===== config.mk =====
export PLATFORM = sky130hd
export DESIGN_NAME = pipe_stage_reg
export DESIGN_NICKNAME = d
export VERILOG_FILES = /design/src/rtl/pipe_stage_reg.sv
export SDC_FILE = /design/constraint.sdc
export NUM_CORES = 1
export LEC_CHECK = 0
export CAP_MARGIN = 0
export CORE_UTILIZATION = 54
export DETAILED_ROUTE_END_ITERATION = 16
export PLACE_DENSITY = 0.86
export SYNTH_ARGS = -nofsm -noshare
export SYNTH_HDL_FRONTEND = slang
export SYNTH_SLANG_ARGS = --single-unit

===== constraint.sdc =====
create_clock -name clk -period 14.62 [get_ports clk]
set_clock_uncertainty 0.1 [all_clocks]
set_input_delay 1.462 -clock clk [delete_from_list [all_inputs] [get_ports clk]]
set_output_delay 1.462 -clock clk [all_outputs]
set_load 0.005 [all_outputs]

===== src/rtl/pipe_stage_reg.sv =====
`default_nettype none
// ============================================================================
//  Module      : pipe_stage_reg
//  Description : Pipeline boundary register with valid/ready handshake,
//                one-entry skid buffer, synchronous flush (bubble insert)
//                and registered-destination forwarding match flags.
//  Revision    : 1.0 - initial release
// ============================================================================
module pipe_stage_reg #(
  parameter int unsigned DATA_W   = 32,
  parameter int unsigned REG_W    = 4,
  parameter int unsigned CTRL_W   = 9,
  parameter int unsigned WREG_BIT = 2
) (
  input  logic              clk,
  input  logic              rst,
  input  logic              flush,
  input  logic              in_valid,
  output logic              in_ready,
  input  logic [CTRL_W-1:0] ctrl_i,
  input  logic [DATA_W-1:0] opa_i,
  input  logic [DATA_W-1:0] opb_i,
  input  logic [REG_W-1:0]  ra_i,
  input  logic [REG_W-1:0]  rb_i,
  input  logic [REG_W-1:0]  dest_i,
  output logic              out_valid,
  input  logic              out_ready,
  output logic [CTRL_W-1:0] ctrl_o,
  output logic [DATA_W-1:0] opa_o,
  output logic [DATA_W-1:0] opb_o,
  output logic [REG_W-1:0]  ra_o,
  output logic [REG_W-1:0]  rb_o,
  output logic [REG_W-1:0]  dest_o,
  output logic [1:0]        occ,
  output logic              fwd_a,
  output logic              fwd_b
);

  // Non-control payload packed as {opa, opb, ra, rb, dest}
  localparam int unsigned DW = 2 * DATA_W + 3 * REG_W;

  logic              main_valid_q, main_valid_d;
  logic              skid_valid_q, skid_valid_d;
  logic              in_ready_q,   in_ready_d;
  logic [CTRL_W-1:0] main_ctrl_q,  main_ctrl_d;
  logic [CTRL_W-1:0] skid_ctrl_q,  skid_ctrl_d;
  logic [DW-1:0]     main_data_q,  main_data_d;
  logic [DW-1:0]     skid_data_q,  skid_data_d;

  logic          accept;
  logic          drain;
  logic [DW-1:0] in_data;

  assign in_data = {opa_i, opb_i, ra_i, rb_i, dest_i};
  assign accept  = in_valid & in_ready_q & ~flush;
  assign drain   = main_valid_q & out_ready;

  // Next-state: flush dominates, then fill main, refill on drain, or park in skid
  always_comb begin
    main_valid_d = main_valid_q;
    skid_valid_d = skid_valid_q;
    main_ctrl_d  = main_ctrl_q;
    skid_ctrl_d  = skid_ctrl_q;
    main_data_d  = main_data_q;
    skid_data_d  = skid_data_q;

    if (flush) begin
      // Data fields hold; only validity and control are killed
      main_valid_d = 1'b0;
      skid_valid_d = 1'b0;
      main_ctrl_d  = '0;
      skid_ctrl_d  = '0;
    end else if (!main_valid_q) begin
      // Main empty implies skid empty, so a new entry goes straight to main
      if (accept) begin
        main_valid_d = 1'b1;
        main_ctrl_d  = ctrl_i;
        main_data_d  = in_data;
      end
    end else if (drain) begin
      if (skid_valid_q) begin
        // Skid is older than anything upstream; in_ready was low so no accept
        main_ctrl_d  = skid_ctrl_q;
        main_data_d  = skid_data_q;
        skid_valid_d = 1'b0;
        skid_ctrl_d  = '0;
      end else if (accept) begin
        main_ctrl_d  = ctrl_i;
        main_data_d  = in_data;
      end else begin
        // Bubble: no side-effecting control leaves an empty stage
        main_valid_d = 1'b0;
        main_ctrl_d  = '0;
      end
    end else if (accept) begin
      skid_valid_d = 1'b1;
      skid_ctrl_d  = ctrl_i;
      skid_data_d  = in_data;
    end

    in_ready_d = ~skid_valid_d;
  end

  // State registers; reset clears everything and opens the input
  always_ff @(posedge clk or posedge rst) begin
    if (rst) begin
      main_valid_q <= 1'b0;
      skid_valid_q <= 1'b0;
      in_ready_q   <= 1'b1;
      main_ctrl_q  <= '0;
      skid_ctrl_q  <= '0;
      main_data_q  <= '0;
      skid_data_q  <= '0;
    end else begin
      main_valid_q <= main_valid_d;
      skid_valid_q <= skid_valid_d;
      in_ready_q   <= in_ready_d;
      main_ctrl_q  <= main_ctrl_d;
      skid_ctrl_q  <= skid_ctrl_d;
      main_data_q  <= main_data_d;
      skid_data_q  <= skid_data_d;
    end
  end

  assign in_ready  = in_ready_q;
  assign out_valid = main_valid_q;
  assign ctrl_o    = main_ctrl_q;
  assign {opa_o, opb_o, ra_o, rb_o, dest_o} = main_data_q;
  assign occ       = {1'b0, main_valid_q} + {1'b0, skid_valid_q};

  // Forwarding match against the held entry; register 0 is not special
  assign fwd_a = main_valid_q & main_ctrl_q[WREG_BIT] & (dest_o == ra_i);
  assign fwd_b = main_valid_q & main_ctrl_q[WREG_BIT] & (dest_o == rb_i);

endmodule
`default_nettype wire


======== Word level (Yosys, flattened, before mapping) ========
Cells that the tools add are included.
Widths: inputs -> output; s select.
word-level totals
  flip-flop bits (word level) ............. 173
  latch bits .............................. 0
  RAM bits ................................ 0
  ROM bits ................................ 0
  bits of input ports ..................... 90
  output and inout bits ................... 91
  word-level logic and storage cells ...... 52
  memories kept ........................... 0
operators by class
  $add $sub $neg .......................... 1
  multipliers ............................. 0
  div/mod/pow operators ................... 0
  $lt $le $gt $ge ......................... 0
  equality and inequality tests ........... 5
  shift-type cells ........................ 0
  mux-type cells .......................... 23
  bitwise logic cells ..................... 9
  reductions and logical operators ........ 7
operator list
  kind                count
  $mux 76             4
  $mux 9              10
  $mux 1              9
  $eq 4x4->1          2
  $and 1x1->1         6
  $reduce_bool 3->1   2
  $reduce_and 2->1    2
  $reduce_and 4->1    1
  $ne 3x2->1 const B  1
  $ne 3x3->1 const B  1
  $not 1->1           3
  $reduce_and 3->1    1
  $add 1x1->2         1
  $ne 2x1->1 const B  1
  $reduce_bool 2->1   1

======== Longest topological paths before layout ========
Gate-level depths: netlist of run 1.
  depth after elaboration ................. 7
  gate-level depth with buffers ........... 6
  gate-level depth less buffers ........... 3

======== Worst setup path before layout of run 1 ========
Ideal clock, no wire load.
  path type ............................... input -> output
  start point ............................. input port ra_i[1]
  end point ............................... output port fwd_a
  arrival ................................. 1.908 ns
  data required time ...................... 13.058 ns
  slack ................................... 11.150 ns
  stages on the path ...................... 2
  path buffers ............................ 0
  path through ............................ xor2_1 > nor4_1
on the way
  longest elaborated chain between the ends .. 2
RTL lines
  element      line  RTL
  from (decl)  23    input logic [REG_W-1:0] ra_i,
  $eq 4x4->1   132   assign fwd_a = main_valid_q & main_ctrl_q[WREG_BIT] & (dest_o == ra_i);
  $and 1x1->1  132
  to (decl)    35    output logic fwd_a,
Every way passes these cells.

======== Worst setup path in the final report of run 1 ========
  start point ............................. input port ra_i[3]
  end point ............................... output port fwd_a
The elaborated chain is that of the path after synthesis.

==> impl_metrics.ini, run 1 <==
[status]
outcome = finished clean

[detailed_routing]
avgViaCountPerCell = 6.05
dr_wl_met3_um = 851
drt_pre_antenna_iters = 7
wl_per_cell_um = 19.9
antenna_violating_nets_left = 0
drc = 0
met2WireLength_um = 9260
maxUsedRoutingLayer = met4
m1WireLength_um = 7610
drt_iter0_drc = 438
vias = 5544
routed_wirelength_um = 18200

[sta]
rel_slew_slack_pct = 23.8
period_minus_slack_ns = 4.61
final_max_slew_viol_count = 0
maxClockFrequency_mhz = 217
final-hold-violation-count = 0
setup_total_negative_slack_ns = 0
max_slew.worst_pin.slew_ns = 1.14
rsz0062_at_grt = no
report.final.setup_viol = 0
final.period_utilization_pct = 31.5

[pwr]
p_per_area_nw_per_um2 = 132
power_leakage_nw = 4.32
p_sw_share_pct = 25.0
power.internal_w = 0.000978
combinationalPowerShare_pct = 19.3
seqPwrFrac_pct = 48.3
vdd_ir_drop_max_v = 0.0000828
power.net_switching_w = 0.000326
relative_contribution_of_the_clock_network_to_total_power_pct = 32.4

[min_path]
min_path_type = reg -> reg
min-delay-start = main_data_q[74]

[final_layout]
finalCoreUtilization_pct = 74.0
drive_above_1_share_pct = 16.2
most_common_library_cell_in_the_layout_ignoring_fill_and_taps = clkdlybuf4s50_1
post_layout_nonfiller_instances = 916
area_added_between_synthesis_and_finish_pct = 32.3
fillerInstances = 845
antenna_cells_inserted = 0
leading_cell_types_in_the_layout_fill_and_taps_excluded = clkdlybuf4s50_1 (180), dfrtp_1 (172), mux2_2 (76)
final_net_count = 818

[clock_network]
post_cts.resized_instances = 0
cts.root.buffer_cell = clkbuf_16
clk_pin_slew_ns = 0.06
tritoncts = built
postCtsSetupRepairBufs = 0
cts-hold-fix-buffers = 0
cts_num_sinks = 173
cts_buffers = 17
cts_buffer_depth = 2
clock_latency_ns = 0.43
clock_tree.htree_level_count = 4

[placement]
dp.final_hpwl_um = 11500
final_gp_congestion = 0.800
dpl.cell_count = 884
buffer_ports.inserted = 180

[critical_path]
worst-setup-path-type = in -> out
setup.worst_path.start = ra_i[3]
critical-path-top-cell-by-count = clkdlybuf4s50_1
worst_setup_path_end_kind = output pin
cp.arrival_ns = 3.05
critical-path-max-stage-delay_ns = 0.57
cp_slowest_cell = clkdlybuf4s50_1
maximum_fanout_count_along_the_critical_path = 3
worstReg2RegStart = out_valid
crit_path_cell_trace = clkdlybuf4s50_1 > xnor2_1 > nand3_1 > nor4_1 > clkdlybuf4s50_1
timing.critical_path.required_ns = 13.06
startpoint_type = input port

[run]
drv_cap = 0

[synth]
yosys_warnings = 0
post_synth_num_cell_types = 29
synthCells = 575
avgSynthCellArea_um2 = 13.0
cell_area_after_synthesis_um2 = 7470
synthesis.nets = 666
ys_ff_latch = 173
yosysSeqAreaShare_pct = 58.0

[die]
initial_utilization_pct = 56.0
floorplan.die.width_um = 120
floorplan.rows = 42
core_box_area_um2 = 13300
io_pins = 181
chipHeight_um = 120
design.die.area_um2 = 14300

[grt]
grt_max_degree = 97
track_usage_pct = 26.5
grt_first_pass_wirelength_um = 29600
grt.overflow.total = 0
via_count_of_the_first_global_routing_pass = 5669
grt_antenna_before_repair = 0
-- registers in the layout, summed over array words and instances, names as in the netlist --
signal,cells
skid_valid_q,1
in_ready,1
skid_data_q,76
ctrl_o,9
main_data_q,76
skid_ctrl_q,9
out_valid,1
-- worst max-delay path, delay by kind of cell --
family	cells	cell delay, ns
buffers and inverters	2	1.09
XOR/XNOR	1	0.14
AND/OR/NAND/NOR	2	0.36
-- per-layer routing --
layer,global-route usage [%],up-vias
li1,-,2462
met1,35.0,2849
met2,43.1,200
met3,5.09,33
met4,10.9,0
met5,0,-
-- worst paths after layout --
kind | slack (ns) | cells after the start | to
setup / recovery | 10.01 | 5 | fwd_a
hold reg to reg | 0.39 | 1 | main_data_q[74]
min in group asynchronous | 1.48 | 2 | skid_data_q[0]
max in group asynchronous | 11.45 | 3 | main_data_q[50]
hold / removal | 0.39 | 1 | main_data_q[74]
setup reg to reg | 11.06 | 3 | main_data_q[30]
-- stage by stage --
step           area (um^2)  total power, W  hold slack (ns)  setup slack (ns)
2_1_floorplan         7470        0.000748            0.372              8.37
3_3_place_gp          9320        0.000874            0.370             10.09
3_5_place_dp          9320        0.000890            0.373             10.03
4_1_cts               9880         0.00131            0.392             10.03
5_1_grt               9880         0.00136            0.398              9.93
6_report              9880         0.00130            0.387             10.01
-- synthesized netlist by cell type, drive strengths merged --
master	instances	area share, %
nand2	12	0.64
ha	1	0.17
buf	26	1.9
clkbuf	28	1.4
and3b	1	0.12
o2bb2ai	50	5.9
nor4	2	0.17
o21a	1	0.10
mux2i	18	2.4
dfstp	1	0.35
dfrtp	172	58
a21boi	1	0.25
a221o	36	4.8
a31oi	41	3.4
nand2b	12	1.0
nand3	3	0.20
a21oi	2	0.13
inv	3	0.15
xnor2	2	0.23
xor2	6	0.70
and3	42	3.5
and2	35	2.9
and4b	1	0.13
o21ai	2	0.13
mux2	76	11
nor3	1	0.13
-- kinds of logic after synthesis --
kind of cell             Yosys count  synth area share, %
XOR/XNOR                           8                0.938
AO/OA/AOI/OAI                    133                 14.7
adder cells (fa/ha/maj)            1                0.167
AND/OR/NAND/NOR                  109                 8.84
multiplexers                      94                 13.9
buffers and inverters             57                 3.48
flip-flops                       173                 58.0
-- power groups by stage --
stage | combinational, W | clock, W | sequential, W
finish | 0.000252 | 0.000422 | 0.000630
global route | 0.000271 | 0.000448 | 0.000641
CTS | 0.000255 | 0.000426 | 0.000629
detailed placement | 0.000253 | 0 | 0.000636
global placement | 0.000245 | 0 | 0.000629
floorplan | 0.000124 | 0 | 0.000624
-- area by class of cell --
cell class              instances  area [um^2]  area share, %
repair buffers                187         1850           18.8
multi-input cells             345         2900           29.3
flip-flops and latches        173         4330           43.8
well taps                     176          220           2.23
clock inverters                 8         58.8          0.595
clock buffers                  24          502           5.08
inverters                       3         16.3          0.165
No activity file was read; power rests on OpenSTA's default activity.
==> inputs of run 2 (changes only) <==
--- a/config.mk
+++ b/config.mk
@@ -6,9 +6,9 @@
 export NUM_CORES = 1
 export LEC_CHECK = 0
 export CAP_MARGIN = 0
-export CORE_UTILIZATION = 54
+export CORE_UTILIZATION = 45
 export DETAILED_ROUTE_END_ITERATION = 16
-export PLACE_DENSITY = 0.86
+export PLACE_DENSITY = 0.77
 export SYNTH_ARGS = -nofsm -noshare
 export SYNTH_HDL_FRONTEND = slang
 export SYNTH_SLANG_ARGS = --single-unit
==> constraint.sdc (replaced) <==
create_clock -name clk -period 4.15 [get_ports clk]
set_clock_uncertainty 0.1 [all_clocks]
set_input_delay 0.415 -clock clk [delete_from_list [all_inputs] [get_ports clk]]
set_output_delay 0.415 -clock clk [all_outputs]
set_load 0.005 [all_outputs]
==> impl_metrics.ini, run 2 (synthesis gave the netlist of run 1 again) <==
[status]
outcome = finished clean

[final_layout]
final_net_count = 819
antenna_cells_inserted = 0
area_added_between_synthesis_and_finish_pct = 34.0
finalCoreUtilization_pct = 62.3
finalInstanceArea_um2 = 10000
drive_above_1_share_pct = 16.9
multi_input_combinational_cell_area_um2 = 2900
most_common_library_cell_in_the_layout_ignoring_fill_and_taps = clkdlybuf4s50_1
fillerInstances = 1196
post_layout_nonfiller_instances = 957
biggestRegsByFlops = main_data_q: 76 flops, skid_data_q: 76 flops
leading_cell_types_in_the_layout_fill_and_taps_excluded = clkdlybuf4s50_1 (180), dfrtp_1 (171), mux2_2 (76)
storage_cell_area_um2 = 4330

[clock_network]
postCtsSetupRepairBufs = 0
cts_buffer_depth = 2
tritoncts = built
cts_buffers = 17
post_cts.resized_instances = 0
cts-hold-fix-buffers = 0
clk_pin_slew_ns = 0.06
clock_tree.htree_level_count = 4
clock_latency_ns = 0.43
cts.root.buffer_cell = clkbuf_16
cts_num_sinks = 173

[placement]
placement.setup.worst_slack_ns = 1.41
dpl.cell_count = 925
buffer_ports.inserted = 180
dp.final_hpwl_um = 11800
final_gp_congestion = 0.746
place_area_um2 = 9390

[die]
core_box_area_um2 = 16100
design.die.area_um2 = 17100
floorplan.rows = 46
io_pins = 181
floorplan.die.width_um = 131
chipHeight_um = 131
initial_utilization_pct = 46.5

[grt]
via_count_of_the_first_global_routing_pass = 5831
grt_antenna_before_repair = 0
track_usage_pct = 22.8
grt.overflow.total = 0
grt_first_pass_wirelength_um = 29600
grt_max_degree = 92

[detailed_routing]
routed_wirelength_um = 18700
drt_iter0_drc = 391
drc = 0
antenna_violating_nets_left = 0
vias = 5486
avgViaCountPerCell = 5.73
drt_pre_antenna_iters = 4
wl_per_cell_um = 19.6

[sta]
rsz0062_at_grt = no
final-hold-violation-count = 0
max_slew.worst_pin.slew_ns = 1.09
maxClockFrequency_mhz = 341
final.period_utilization_pct = 70.7
period_minus_slack_ns = 2.93
worst_slack_ns = 1.22
report.final.setup_viol = 0
setup_total_negative_slack_ns = 0
rel_slew_slack_pct = 27.5
final_max_slew_viol_count = 0

[pwr]
power_leakage_nw = 4.36
vdd_ir_drop_max_v = 0.000285
p_per_area_nw_per_um2 = 476

[critical_path]
timing.critical_path.required_ns = 3.63
cp.arrival_ns = 2.42
cp_slowest_cell = dfrtp_2
startpoint_type = flip-flop
crit_path_cell_trace = nand3_1 > nor4_1 > clkdlybuf4s50_1
maximum_fanout_count_along_the_critical_path = 55
critical-path-max-stage-delay_ns = 0.97
worst-setup-path-type = reg -> out
worst_setup_path_end_kind = output pin

[run]
drv_cap = 0

[min_path]
min_path_type = in -> async
-- run 2: area by class of cell --
class                   instances  area share, %
multi-input cells             345           29.0
clock inverters                13           1.63
well taps                     216           2.70
inverters                       3          0.150
flip-flops and latches        173           43.3
clock buffers                  19           4.53
repair buffers                188           18.7
-- run 2: layer usage --
metal / track usage (%) / vias up / share of wire [%]
met5: 0 / - / 0
met4: 12.0 / 0 / 3.0
met3: 4.28 / 36 / 4.6
met2: 38.2 / 171 / 51
met1: 28.0 / 2811 / 41
li1: - / 2468 / -
-- run 2: critical path: cells and delay by family, from the launching register on --
family	cells	cell delay, ns
AND/OR/NAND/NOR	2	0.46
flip-flops	1	0.97
buffers and inverters	1	0.55
-- run 2: path summary, 6_finish.rpt --
check	end	depth (start not counted)	from	slack (ns)
worst max-delay path	fwd_b	3	out_valid	1.22
worst min-delay path	skid_data_q[49]	2	rst	0.36
worst max register to register	skid_data_q[69]	4	out_valid	1.48
worst min register to register	main_data_q[43]	1	main_data_q[43]	0.39
max in group asynchronous	skid_data_q[8]	3	rst	2.49
min in group clk	main_data_q[43]	1	main_data_q[43]	0.39
-- run 2: per-stage QoR --
step | hold slack, ns | total power, W
after floorplan | 0.372 | 0.00264
after global placement | 0.372 | 0.00308
after detailed placement | 0.373 | 0.00314
after CTS | 0.377 | 0.00480
after global routing | 0.400 | 0.00497
final | 0.358 | 0.00477
-- run 2: report_power, final --
| group | internal (W) | switching, W |
|---|---|---|
| Sequential | 0.00203 | 0.000199 |
| Clock | 0.000981 | 0.000679 |
| Combinational | 0.000573 | 0.000308 |
| Total | 0.00358 | 0.00119 |
==> inputs of run 3 (changes only) <==
--- a/config.mk
+++ b/config.mk
@@ -6,9 +6,9 @@
 export NUM_CORES = 1
 export LEC_CHECK = 0
 export CAP_MARGIN = 0
-export CORE_UTILIZATION = 45
+export CORE_UTILIZATION = 50
 export DETAILED_ROUTE_END_ITERATION = 16
-export PLACE_DENSITY = 0.77
+export PLACE_DENSITY = 0.81
 export SYNTH_ARGS = -nofsm -noshare
 export SYNTH_HDL_FRONTEND = slang
 export SYNTH_SLANG_ARGS = --single-unit
==> constraint.sdc (replaced) <==
create_clock -name clk -period 3.01 [get_ports clk]
set_clock_uncertainty 0.1 [all_clocks]
set_input_delay 0.301 -clock clk [delete_from_list [all_inputs] [get_ports clk]]
set_output_delay 0.301 -clock clk [all_outputs]
set_load 0.005 [all_outputs]
==> impl_metrics.ini, run 3 (synthesis gave the netlist of run 1 again) <==
[status]
outcome = finished clean

[placement]
final_gp_congestion = 0.769
buffer_ports.inserted = 180
place_area_um2 = 9390
dp.final_hpwl_um = 11500
placement.setup.worst_slack_ns = 0.443

[sta]
max_slew.worst_pin.slew_ns = 1.11
final_max_slew_viol_count = 0
report.final.setup_viol = 0
final.period_utilization_pct = 88.7
period_minus_slack_ns = 2.67
fin_hold_ws_ns = 0.280
rsz0062_at_grt = no
maxClockFrequency_mhz = 375
setup_total_negative_slack_ns = 0
final-hold-violation-count = 0
rel_slew_slack_pct = 26.0
worst_slack_ns = 0.342

[critical_path]
setup_slack_on_the_worst_flop_to_flop_path_ns = 0.68
worst_setup_path_end_kind = output pin
timing.critical_path.required_ns = 2.61
worstReg2RegStart = out_valid
maximum_fanout_count_along_the_critical_path = 18
startpoint_type = flip-flop
r2r_cells = 3
worst-setup-path-type = reg -> out
cp.arrival_ns = 2.27
crit-reg2reg-capture = main_data_q[17]

[die]
design.die.area_um2 = 15400
floorplan.rows = 44
core_box_area_um2 = 14500
io_pins = 181
initial_utilization_pct = 51.4
floorplan.die.width_um = 124
chipHeight_um = 124

[final_layout]
storage_cell_area_um2 = 4330
antenna_cells_inserted = 0
drive_above_1_share_pct = 16.3
final_net_count = 823
biggestRegsByFlops = main_data_q: 76 flops, skid_data_q: 76 flops
leading_cell_types_in_the_layout_fill_and_taps_excluded = clkdlybuf4s50_1 (180), dfrtp_1 (172), mux2_2 (76)
multi_input_combinational_cell_area_um2 = 2900
fillerInstances = 1035
finalInstanceArea_um2 = 9890
area_added_between_synthesis_and_finish_pct = 32.4
most_common_library_cell_in_the_layout_ignoring_fill_and_taps = clkdlybuf4s50_1

[detailed_routing]
avgViaCountPerCell = 5.94
routed_wirelength_um = 18000
drc = 0
drt_iter0_drc = 516
antenna_violating_nets_left = 0
vias = 5499
wl_per_cell_um = 19.4
drt_pre_antenna_iters = 4

[clock_network]
cts_buffers = 17
cts.root.buffer_cell = clkbuf_16
postCtsSetupRepairBufs = 0
clk_pin_slew_ns = 0.06
post_cts.resized_instances = 0
cts_buffer_depth = 2
cts_num_sinks = 173
clock_tree.htree_level_count = 4
tritoncts = built
cts-hold-fix-buffers = 0
clock_latency_ns = 0.42

[pwr]
post-layout-total-power_w = 0.00618
combinationalPowerShare_pct = 19.8
p_per_area_nw_per_um2 = 624
relative_contribution_of_the_clock_network_to_total_power_pct = 30.6
vdd_ir_drop_max_v = 0.000386
power_leakage_nw = 4.33
power.internal_w = 0.00465
seqPwrFrac_pct = 49.6
power.net_switching_w = 0.00153
p_sw_share_pct = 24.8

[grt]
grt.overflow.total = 0
via_count_of_the_first_global_routing_pass = 5756
track_usage_pct = 24.5
grt_first_pass_wirelength_um = 30000
grt_max_degree = 103
grt_antenna_before_repair = 0

[min_path]
min_path_type = in -> async

[run]
drv_cap = 0
==> run 3: area by class of cell <==
cell class | instances | area share (%)
clock buffers | 21 | 4.55
well taps | 184 | 2.33
multi-input cells | 345 | 29.3
inverters | 3 | 0.152
clock inverters | 8 | 0.481
repair buffers | 192 | 19.4
flip-flops and latches | 173 | 43.8
==> run 3: worst max-delay path by stage <==
stage / from / slack [ns] / endpoint
floorplan: rst / 0.40 / ctrl_o[0]
global placement: flush / 0.50 / main_data_q[11]
detailed placement: flush / 0.44 / main_data_q[17]
CTS: out_valid / 0.32 / fwd_a
global route: out_valid / 0.15 / fwd_b
finish: out_valid / 0.34 / fwd_a
==> run 3: layer usage <==
layer	global-route usage [%]	up-vias	share of wire (%)
met1	31.6	2802	42
met4	11.2	0	2.7
met5	0	-	0
li1	-	2468	-
met2	39.6	197	50
met3	5.04	32	4.8
==> run 3: power by group through the flow <==
| stage | Combinational [W] | Clock, W | Sequential (W) |
|---|---|---|---|
| 6_report | 0.00123 | 0.00189 | 0.00306 |
| 5_1_grt | 0.00132 | 0.00204 | 0.00312 |
| 4_1_cts | 0.00124 | 0.00194 | 0.00306 |
| 3_5_place_dp | 0.00123 | 0 | 0.00309 |
| 3_3_place_gp | 0.00119 | 0 | 0.00306 |
| 2_1_floorplan | 0.000603 | 0 | 0.00303 |
==> run 3: worst max-delay path: stages, from the launching register on <==
cell	delay (ns)
dfrtp_1	0.69
buf_4	0.31
nand3_1	0.10
nor4_1	0.20
clkdlybuf4s50_1	0.55
==> run 3: stage by stage <==
step,cells,util [%]
after floorplan,575,-
after global placement,897,64.6
after detailed placement,897,64.6
after CTS,926,68.1
after global routing,926,68.1
final,926,68.1
